**config.mk**
```make
export PLATFORM = sky130hd
export DESIGN_NAME = alu_input_ctrl_flat
export DESIGN_NICKNAME = d
export VERILOG_FILES = /design/src/rtl/alu_pkg.sv /design/src/rtl/alu_input_ctrl_if.sv /design/src/rtl/btn_debounce.sv /design/src/rtl/alu_input_ctrl.sv /design/src/flat_wrapper.sv
export SDC_FILE = /design/constraint.sdc
export NUM_CORES = 1
export LEC_CHECK = 0
export ABC_CLOCK_PERIOD_IN_PS = 2000
export CAP_MARGIN = 20
export CORE_MARGIN = 2
export CORE_UTILIZATION = 35
export CTS_BUF_LIST = sky130_fd_sc_hd__clkbuf_8
export CTS_CLUSTER_SIZE = 14
export DETAILED_ROUTE_END_ITERATION = 10
export PLACE_DENSITY = 0.56
export SYNTH_ARGS = -nofsm -noshare
export SYNTH_HDL_FRONTEND = slang
export SYNTH_SLANG_ARGS = --single-unit
```
**constraint.sdc**
```tcl
create_clock -name i_clk -period 2 [get_ports i_clk]
set_clock_uncertainty 0.05 [all_clocks]
set_input_delay 0.4 -clock i_clk [delete_from_list [all_inputs] [get_ports i_clk]]
set_output_delay 0.4 -clock i_clk [all_outputs]
set_load 0.02 [all_outputs]
```
**src/rtl/alu_pkg.sv**
```systemverilog
`default_nettype none
// ============================================================================
// alu_pkg -- opcode encodings and input-controller FSM states shared with the ALU
// Rev 1.0
// ============================================================================
package alu_pkg;

    localparam int OPCODE_W = 6;

    typedef logic [OPCODE_W-1:0] opcode_t;

    localparam opcode_t c_op_add = 6'b100000;
    localparam opcode_t c_op_sub = 6'b100010;
    localparam opcode_t c_op_and = 6'b100100;
    localparam opcode_t c_op_or  = 6'b100101;
    localparam opcode_t c_op_xor = 6'b100110;
    localparam opcode_t c_op_sra = 6'b000011;
    localparam opcode_t c_op_srl = 6'b000010;
    localparam opcode_t c_op_nor = 6'b100111;

    typedef enum logic [0:0] {
        EMPTY = 1'b0,
        ARMED = 1'b1
    } ctrl_state_t;

    // Widened compare so callers with any opcode width up to 32 bits can use it;
    // nonzero upper bits never match a legal code.
    function automatic logic is_legal_opcode(input logic [31:0] code);
        return (code == 32'(c_op_add)) || (code == 32'(c_op_sub)) ||
               (code == 32'(c_op_and)) || (code == 32'(c_op_or))  ||
               (code == 32'(c_op_xor)) || (code == 32'(c_op_sra)) ||
               (code == 32'(c_op_srl)) || (code == 32'(c_op_nor));
    endfunction

endpackage
`default_nettype wire

```
**src/rtl/alu_input_ctrl_if.sv**
```systemverilog
`default_nettype none
// ============================================================================
// alu_input_ctrl_if -- switch/button inputs and latched operand outputs
// Rev 1.0
// ============================================================================
interface alu_input_ctrl_if #(
    parameter int NB_OPERANDO = 8,
    parameter int NB_OPCODE   = 6
);
    logic [NB_OPERANDO-1:0] i_switch;
    logic                   i_boton_1;
    logic                   i_boton_2;
    logic                   i_boton_3;
    logic                   i_boton_4;
    logic [NB_OPERANDO-1:0] o_dato_a;
    logic [NB_OPERANDO-1:0] o_dato_b;
    logic [NB_OPCODE-1:0]   o_opcode;
    logic [2:0]             o_loaded;
    logic                   o_valid;
    logic                   o_err;

    modport master (
        output i_switch, i_boton_1, i_boton_2, i_boton_3, i_boton_4,
        input  o_dato_a, o_dato_b, o_opcode, o_loaded, o_valid, o_err
    );

    modport slave (
        input  i_switch, i_boton_1, i_boton_2, i_boton_3, i_boton_4,
        output o_dato_a, o_dato_b, o_opcode, o_loaded, o_valid, o_err
    );
endinterface
`default_nettype wire

```
**src/rtl/btn_debounce.sv**
```systemverilog
`default_nettype none
// ============================================================================
// btn_debounce -- 2-flop synchronizer, counting debouncer, rising-edge pulse
// Rev 1.0
// ============================================================================
module btn_debounce #(
    parameter int N_DEBOUNCE = 2
) (
    input  wire  i_clk,
    input  wire  i_reset,
    input  wire  i_btn,
    output logic o_press
);

    // Toggling on the N-th mismatching cycle means the count never needs to hold N itself.
    localparam logic [7:0] c_last = 8'(N_DEBOUNCE - 1);

    logic       r_sync_1;
    logic       r_sync_2;
    logic       r_level;
    logic       r_level_d;
    logic [7:0] r_cnt;

    always_ff @(posedge i_clk or negedge i_reset) begin
        if (!i_reset) begin
            r_sync_1  <= 1'b0;
            r_sync_2  <= 1'b0;
            r_level   <= 1'b0;
            r_level_d <= 1'b0;
            r_cnt     <= '0;
        end else begin
            r_sync_1  <= i_btn;
            r_sync_2  <= r_sync_1;
            r_level_d <= r_level;
            if (r_sync_2 != r_level) begin
                if (r_cnt == c_last) begin
                    r_level <= ~r_level;
                    r_cnt   <= '0;
                end else begin
                    r_cnt <= r_cnt + 8'd1;
                end
            end else begin
                r_cnt <= '0;
            end
        end
    end

    assign o_press = r_level & ~r_level_d;

endmodule
`default_nettype wire

```
**src/rtl/alu_input_ctrl.sv**
```systemverilog
`default_nettype none
// ============================================================================
// alu_input_ctrl -- loads A, B and opcode from switches via buttons, issues to ALU
// Rev 1.0
// ============================================================================
module alu_input_ctrl
    import alu_pkg::*;
#(
    parameter int NB_OPERANDO = 8,
    parameter int NB_OPCODE   = 6,
    parameter int N_DEBOUNCE  = 2
) (
    input  wire             i_clk,
    input  wire             i_reset,
    alu_input_ctrl_if.slave ctrl_bus
);

    logic [3:0]             w_btn_raw;
    logic [3:0]             w_press;
    logic [NB_OPCODE-1:0]   w_op_field;
    logic                   w_op_legal;
    logic [2:0]             w_loaded_nxt;
    logic                   w_err_nxt;

    logic [NB_OPERANDO-1:0] r_dato_a;
    logic [NB_OPERANDO-1:0] r_dato_b;
    logic [NB_OPCODE-1:0]   r_opcode;
    logic [2:0]             r_loaded;
    logic                   r_valid;
    logic                   r_err;
    ctrl_state_t            r_state;

    assign w_btn_raw = {ctrl_bus.i_boton_4, ctrl_bus.i_boton_3,
                        ctrl_bus.i_boton_2, ctrl_bus.i_boton_1};

    generate
        for (genvar gi = 0; gi < 4; gi++) begin : g_btn
            btn_debounce #(
                .N_DEBOUNCE (N_DEBOUNCE)
            ) u_btn (
                .i_clk   (i_clk),
                .i_reset (i_reset),
                .i_btn   (w_btn_raw[gi]),
                .o_press (w_press[gi])
            );
        end
    endgenerate

    assign w_op_field = ctrl_bus.i_switch[NB_OPCODE-1:0];
    assign w_op_legal = is_legal_opcode(32'(w_op_field));

    // Issue looks at r_state, i.e. the flags as they stood before this cycle's loads.
    always_comb begin
        w_loaded_nxt = r_loaded | {w_press[2] & w_op_legal, w_press[1], w_press[0]};
        w_err_nxt    = (w_press[2] & ~w_op_legal) | (w_press[3] & (r_state != ARMED));
    end

    always_ff @(posedge i_clk or negedge i_reset) begin
        if (!i_reset) begin
            r_dato_a <= '0;
            r_dato_b <= '0;
            r_opcode <= '0;
            r_loaded <= 3'b000;
            r_valid  <= 1'b0;
            r_err    <= 1'b0;
            r_state  <= EMPTY;
        end else begin
            r_valid  <= w_press[3] & (r_state == ARMED);
            r_err    <= w_err_nxt;
            r_loaded <= w_loaded_nxt;
            if (w_press[0]) begin
                r_dato_a <= ctrl_bus.i_switch;
            end
            if (w_press[1]) begin
                r_dato_b <= ctrl_bus.i_switch;
            end
            if (w_press[2] && w_op_legal) begin
                r_opcode <= w_op_field;
            end
            case (r_state)
                EMPTY:   if (w_loaded_nxt == 3'b111) r_state <= ARMED;
                ARMED:   r_state <= ARMED;
                default: r_state <= EMPTY;
            endcase
        end
    end

    assign ctrl_bus.o_dato_a = r_dato_a;
    assign ctrl_bus.o_dato_b = r_dato_b;
    assign ctrl_bus.o_opcode = r_opcode;
    assign ctrl_bus.o_loaded = r_loaded;
    assign ctrl_bus.o_valid  = r_valid;
    assign ctrl_bus.o_err    = r_err;

endmodule
`default_nettype wire

```
**src/flat_wrapper.sv**
```systemverilog
// flat-port wrapper written by rule: the top's interface ports become plain ports
module alu_input_ctrl_flat import alu_pkg::*;
#(
    parameter int NB_OPERANDO = 8,
    parameter int NB_OPCODE   = 6,
    parameter int N_DEBOUNCE  = 2
)
  (i_clk, i_reset, ctrl_bus_i_switch, ctrl_bus_i_boton_1, ctrl_bus_i_boton_2, ctrl_bus_i_boton_3, ctrl_bus_i_boton_4, ctrl_bus_o_dato_a, ctrl_bus_o_dato_b, ctrl_bus_o_opcode, ctrl_bus_o_loaded, ctrl_bus_o_valid, ctrl_bus_o_err);
  alu_input_ctrl_if #(.NB_OPERANDO(NB_OPERANDO), .NB_OPCODE(NB_OPCODE)) ctrl_bus_i ();
  input  wire i_clk;
  input  wire i_reset;
  input wire logic [$bits(ctrl_bus_i.i_switch)-1:0] ctrl_bus_i_switch;
  input wire logic [$bits(ctrl_bus_i.i_boton_1)-1:0] ctrl_bus_i_boton_1;
  input wire logic [$bits(ctrl_bus_i.i_boton_2)-1:0] ctrl_bus_i_boton_2;
  input wire logic [$bits(ctrl_bus_i.i_boton_3)-1:0] ctrl_bus_i_boton_3;
  input wire logic [$bits(ctrl_bus_i.i_boton_4)-1:0] ctrl_bus_i_boton_4;
  output wire logic [$bits(ctrl_bus_i.o_dato_a)-1:0] ctrl_bus_o_dato_a;
  output wire logic [$bits(ctrl_bus_i.o_dato_b)-1:0] ctrl_bus_o_dato_b;
  output wire logic [$bits(ctrl_bus_i.o_opcode)-1:0] ctrl_bus_o_opcode;
  output wire logic [$bits(ctrl_bus_i.o_loaded)-1:0] ctrl_bus_o_loaded;
  output wire logic [$bits(ctrl_bus_i.o_valid)-1:0] ctrl_bus_o_valid;
  output wire logic [$bits(ctrl_bus_i.o_err)-1:0] ctrl_bus_o_err;
  assign ctrl_bus_i.i_switch = ctrl_bus_i_switch;
  assign ctrl_bus_i.i_boton_1 = ctrl_bus_i_boton_1;
  assign ctrl_bus_i.i_boton_2 = ctrl_bus_i_boton_2;
  assign ctrl_bus_i.i_boton_3 = ctrl_bus_i_boton_3;
  assign ctrl_bus_i.i_boton_4 = ctrl_bus_i_boton_4;
  assign ctrl_bus_o_dato_a = ctrl_bus_i.o_dato_a;
  assign ctrl_bus_o_dato_b = ctrl_bus_i.o_dato_b;
  assign ctrl_bus_o_opcode = ctrl_bus_i.o_opcode;
  assign ctrl_bus_o_loaded = ctrl_bus_i.o_loaded;
  assign ctrl_bus_o_valid = ctrl_bus_i.o_valid;
  assign ctrl_bus_o_err = ctrl_bus_i.o_err;
  alu_input_ctrl #(.NB_OPERANDO(NB_OPERANDO), .NB_OPCODE(NB_OPCODE), .N_DEBOUNCE(N_DEBOUNCE)) u_core (.i_clk(i_clk), .i_reset(i_reset), .ctrl_bus(ctrl_bus_i));
endmodule
```
Word level (Yosys, flattened, before mapping)
Index checks and enable logic that the tools add are counted.
- register bits: 76
- add/sub/neg operators: 4
- eq/ne operators: 17
- muxes and demuxes: 10
- bitwise logic cells: 20
- reductions and logical operators: 12
- operator list (cell ; count):
    two-way mux 8 bit ; 8
    equality test 6 bit, second input constant ; 6
    adder 8 x 1 -> 8 bit, second input constant ; 4
    equality test 8 x 1 -> 1 bit, second input constant ; 4
    equality test 6 x 2 -> 1 bit, second input constant ; 2
    NOT 1 bit ; 10
    AND 1 bit ; 8
    AND reduction 2 bit ; 4
    logical OR 1 bit ; 7
    != test 1 bit ; 4
    equality test 3 bit, second input constant ; 1
    bitwise OR 3 bit ; 1
    one-hot mux 1 bit (2 select lines) ; 1
    logical AND 1 bit ; 1
    two-way mux 1 bit ; 1
    bitwise OR 1 bit ; 1

Depth between registers and ports, before layout
- depth in word-level cells: 13
- depth in mapped cells: 6
- mapped depth without buffers: 6

Hierarchy
Synthesis repeated with hierarchy kept, for this count alone.
- cell total of the unflattened synthesis: 248
- area total of the unflattened synthesis: 3206.8 µm²
- by module, submodules not included (module ; instances ; cells an instance ; area each (µm²) ; seq. area each (µm²)):
    btn_debounce at u_core.g_btn[1].u_btn ... ; 3 ; 45 ; 539.3 ; 300.3
    alu_input_ctrl ; 1 ; 67 ; 1071.0 ; 700.7
    btn_debounce at u_core.g_btn[0].u_btn ; 1 ; 46 ; 518.0 ; 300.3

Worst setup path before layout
OpenSTA, ideal clock, no wires.
- kind: input-to-reg
- start point: input ctrl_bus_i_switch[2]
- end point: register u_core.r_opcode[0] (netlist: u_core.ctrl_bus.o_opcode[0])
- library setup time: 0.125 ns
- data arrival time: 1.470 ns
- slack: 0.355 ns
- stages on the path: 5
- path through: nand2b_1 -> a22oi_1 -> or4_1 -> buf_6 -> mux2_4
- cells in the longest elaborated chain, start to end: 9
- elaborated cells between the ends (all ways): 16
- ends and longest elaborated chain (what ; line ; RTL):
    start, declared ; flat_wrapper.sv:12 ; input wire logic [$bits(ctrl_bus_i.i_switch)-1:0] ctrl_bus_i_switch;
    equality test 6 bit ; alu_pkg.sv:29 ; return (code == 32'(c_op_add)) || (code == 32'(c_op_sub)) ||
    logical OR 1 bit (2 in a row) ; alu_pkg.sv:29 ;
    logical OR 1 bit (2 in a row) ; alu_pkg.sv:30 ; (code == 32'(c_op_and)) || (code == 32'(c_op_or)) ||
    logical OR 1 bit (2 in a row) ; alu_pkg.sv:31 ; (code == 32'(c_op_xor)) || (code == 32'(c_op_sra)) ||
    logical OR 1 bit (*) ; alu_pkg.sv:32 ; (code == 32'(c_op_srl)) || (code == 32'(c_op_nor));
    logical AND 1 bit (*) ; alu_input_ctrl.sv:77 ; if (w_press[2] && w_op_legal) begin
    end signal, assigned ; alu_input_ctrl.sv:78 ; r_opcode <= w_op_field;
    end, declared ; alu_input_ctrl.sv:27 ; logic [NB_OPCODE-1:0] r_opcode;
Every way passes the cells marked *; elsewhere a longest branch is shown, timed or not.
A chain may end at the register's enable or synchronous reset.

Worst setup path after layout
- start point: input ctrl_bus_i_switch[5]
- end point: register u_core.r_opcode[5] (netlist: u_core.ctrl_bus.o_opcode[5])
- cells in the longest elaborated chain, start to end: 9
- elaborated cells between the ends (all ways): 16
- ends and longest elaborated chain (what ; line):
    equality test 6 bit ; alu_pkg.sv:29
    logical OR 1 bit (2 in a row) ; alu_pkg.sv:29
    logical OR 1 bit (2 in a row) ; alu_pkg.sv:30
    logical OR 1 bit (2 in a row) ; alu_pkg.sv:31
    logical OR 1 bit ; alu_pkg.sv:32
    logical AND 1 bit ; alu_input_ctrl.sv:77
Parallel ways exist; a longest one is shown, timed or not.

==> metrics.md <==
| Metric | Value |
|---|---|
| CP Launch Type | `primary input` |
| WP data required | `2190 ps` |
| DR vias/cell | `4.68` |
| Root Driver | `clkbuf_8` |
| Setup crit end kind | `flop` |
| YS warnings | `0` |
| Syn nets | `roughly 260` |
| Sequential element share of the synthesized area | `roughly 62%` |
| Final core utilization | `a little under half` |
| GR Layer Usage met3 | `4.82%` |
| Area delta synth->final | `27.2%` |
| Iteration-0 DRC Markers | `59` |
| Max Cap Viol | `0` |
| R2r startpoint | `u_core.g_btn[2].u_btn.r_level_d` |
| Crit path from | `ctrl_bus_i_switch[5]` |
| Reg2reg end | `u_core.ctrl_bus.o_opcode[5]` |
| Ys async rst share | `100%` |
| Area post-placement | `0.00365 mm2` |
| Largest cells by area after synthesis | `dfrtp_1 62%, mux2_2 7.4%, xor2_1 5.2%` |
| First-pass GRT wire length | `9.40 mm` |
| Tmin final | `roughly 1900 ps` |
| DP HPWL | `roughly 3.6 mm` |
| CP max-delay cell | `or4_1` |
| CTS tree | `yes` |
| Met2 Use GR | `17.8%` |
| Fin. max-slew vios | `0` |
| Largest stage delay on the critical path | `510 ps` |
| H-Tree Depth | `3` |
| Design area | `0.00388 mm2` |
| Total wire length | `5.31 mm` |
| GRT met1 Usage | `17.0%` |
| Delay-heaviest family, CP | `buffers and inverters` |
| Sink Count | `76` |
| Chip height | `97.3 um` |
| Worst-path clk slew | `70 ps` |
| PortBufs | `40` |
| Core area | `~0.0086 mm2` |
| Post-synth EDFFs | `0` |
| Pwr dens | `1360 mW/mm2` |
| DRC errors left | `0` |
| Achievable Freq | `between 500 and 600 MHz` |
| First-pass detailed-route iteration total | `5` |
| Synth cell types | `25` |
| I/O Pins | `41` |
| Mapped Cells | `240` |
| Hold slack | `305 ps` |
| Post-synthesis cell area | `0.00305 mm2` |
| CP Class | `primary input to flop` |
| Share of cells above drive strength 1 | `17.1%` |
| Post-synth top area cell | `dfrtp_1` |
| Buffers & Inverters on Critical Path | `2` |
| Most frequent cell after synthesis | `dfrtp_1` |
| RSZ-0062 raised after global routing | `no` |
| R2R depth | `4` |
| TritonCTS Buffers | `9` |
| Commonest cells in the netlist | `76 x dfrtp_1, 32 x nor2_1, 20 x mux2_2, 18 x nand3_1, 18 x xor2_1` |
| Num rows | `34` |
| CP cell instances | `clkdlybuf4s50_1 -> nor2_1 -> a22oi_1 -> or4_1 -> buf_4 -> mux2_4` |
| Synth top area share | `62.4%` |
| Critical-path maximum fanout | `5` |
| Status | `finished clean` |
| Fill cell count | `about 810` |
| Placed Cells | `a little under 400` |
| Min-delay worst type | `flop to flop` |
| Initial Util | `35.5%` |
| Total number of vias | `1929` |
| Flop and latch count out of synthesis | `76` |
| GRT Residual Overflow | `0` |
| Final non-filler cell total | `412` |
| Max Root-Sink Buffers | `2` |
| Antenna violations before repair | `0` |
| Final setup fails | `0` |
| GR peak layer | `met2` |
| Nets@finish | `321` |
| Worst VDD drop | `0.406 mV` |
| CP Depth | `6` |
| Setup TNS | `0 ps` |
| R2r setup slk | `420 ps` |
| Die Width | `97.3 um` |
| Final ANT Viol Nets | `0` |
| RD Place Congestion | `0.759` |
| Die area | `0.00947 mm2` |
| LEAKAGE | `1.75 nW` |
| Final Hold Vio Count | `0` |
| # diodes | `0` |
| Final worst-path cycle share | `92.6%` |
| Syn avg cell area | `12.7 um2` |
| Largest net degree at the start of global routing | `47` |
| Max_slew headroom | `between 60% and 70%` |
| Worst setup path end | `u_core.ctrl_bus.o_opcode[5]` |
| Clock latency on the worst-skew pair | `360 ps` |
| WP data arrival | `2040 ps` |
| Total Routing Usage GR | `between 10 and 15%` |
| Most common flop cell mapped by yosys | `dfrtp_1` |
| Worst Tran Pin Value | `538 ps` |
| WL/cell | `between 10 and 15 um` |
| Vias in the first global route | `1947` |
## metal layers
metal,wire [um],vias up
met3,275,12
met5,0,-
li1,-,925
met4,131,0
met2,2290,43
met1,2610,949
## kinds of logic (layout without fill, tap and decap cells)
logic type / after synthesis / count (layout) / synth area share, %
buf+inv: 8 / 72 / 1.23
fa+ha+maj: 8 / 8 / 3.28
flops: 76 / 76 / 62.4
xor+xnor: 27 / 27 / 7.76
mux: 24 / 24 / 9.36
simple gates: 91 / 91 / 14.9
compound gates: 6 / 6 / 1.11
## where the power goes
| part | switching (mW) | internal (mW) |
|---|---|---|
| clock | 0.580 | 0.700 |
| sequential | 0.284 | 1.95 |
| combinational | 0.844 | 0.905 |
## area by class of cell
class	instances	area, um2	area share, %
sequential	76	1900	49.0
multi-input combinational	156	1110	28.6
timing repair buffer	51	498	12.8
tap	108	135	3.48
clock buffer	9	124	3.19
clock inverter	7	91.3	2.35
inverter	5	18.8	0.484
## registers in the layout, indices dropped and copies added (netlist names)
| signal | count |
|---|---|
| u_core.ctrl_bus.o_loaded | 3 |
| u_core.g_btn.u_btn.r_sync_2 | 4 |
| u_core.g_btn.u_btn.r_level_d | 4 |
| u_core.ctrl_bus.o_valid | 1 |
| u_core.ctrl_bus.o_dato_b | 8 |
| u_core.g_btn.u_btn.r_level | 4 |
| u_core.ctrl_bus.o_opcode | 6 |
| u_core.g_btn.u_btn.r_sync_1 | 4 |
| u_core.ctrl_bus.o_dato_a | 8 |
| u_core.r_state | 1 |
| u_core.ctrl_bus.o_err | 1 |
| u_core.g_btn.u_btn.r_cnt | 32 |
## stage by stage
step | worst slack [ps] | power (mW)
detailed placement | -323 | 4.05
finish | 148 | 5.26
floorplan | 355 | 3.28
global route | 119 | 5.62
global placement | -294 | 4.03
CTS | 58.3 | 5.34
## layout by cell type, fill, tap and decap left out, drive strengths merged
cell,instances
nor4b,4
or4,1
nand3,18
and3,7
inv,7
nand2,8
a21oi,3
nor3,6
mux2,24
a22oi,1
xnor2,9
nor2,32
clkdlybuf4s50,38
xor2,18
or3,1
clkbuf,9
dfrtp,76
buf,11
clkinv,3
dlygate4sd3,1
nand2b,9
bufinv,2
or2b,1
o21ai,1
ha,8
dlymetal6s2s,1
and2,4
o22ai,1
## worst min-delay path by stage
stage | startpoint | to | slack [ps] | cells past startpoint
finish | u_core.g_btn[1].u_btn.r_sync_1 | u_core.g_btn[1].u_btn.r_sync_2 | 310 | 0
detailed placement | u_core.g_btn[2].u_btn.r_sync_1 | u_core.g_btn[2].u_btn.r_sync_2 | 290 | 0
floorplan | i_reset | u_core.ctrl_bus.o_dato_a[0] | 50 | 0
global placement | u_core.g_btn[1].u_btn.r_sync_1 | u_core.g_btn[1].u_btn.r_sync_2 | 280 | 0
CTS | u_core.g_btn[1].u_btn.r_sync_1 | u_core.g_btn[1].u_btn.r_sync_2 | 310 | 0
global route | u_core.g_btn[1].u_btn.r_sync_1 | u_core.g_btn[1].u_btn.r_sync_2 | 310 | 0
## what timing repair did
action / 4_1_cts / 5_1_grt
endpoints found under the hold margin: 30 / 0
hold buffers: 1 / 0
setup endpoints to repair: 0 / 1
resized for setup: 0 / 1
buffers inserted: 0 / 0
Note: power is estimated with default switching activity, not from simulation.
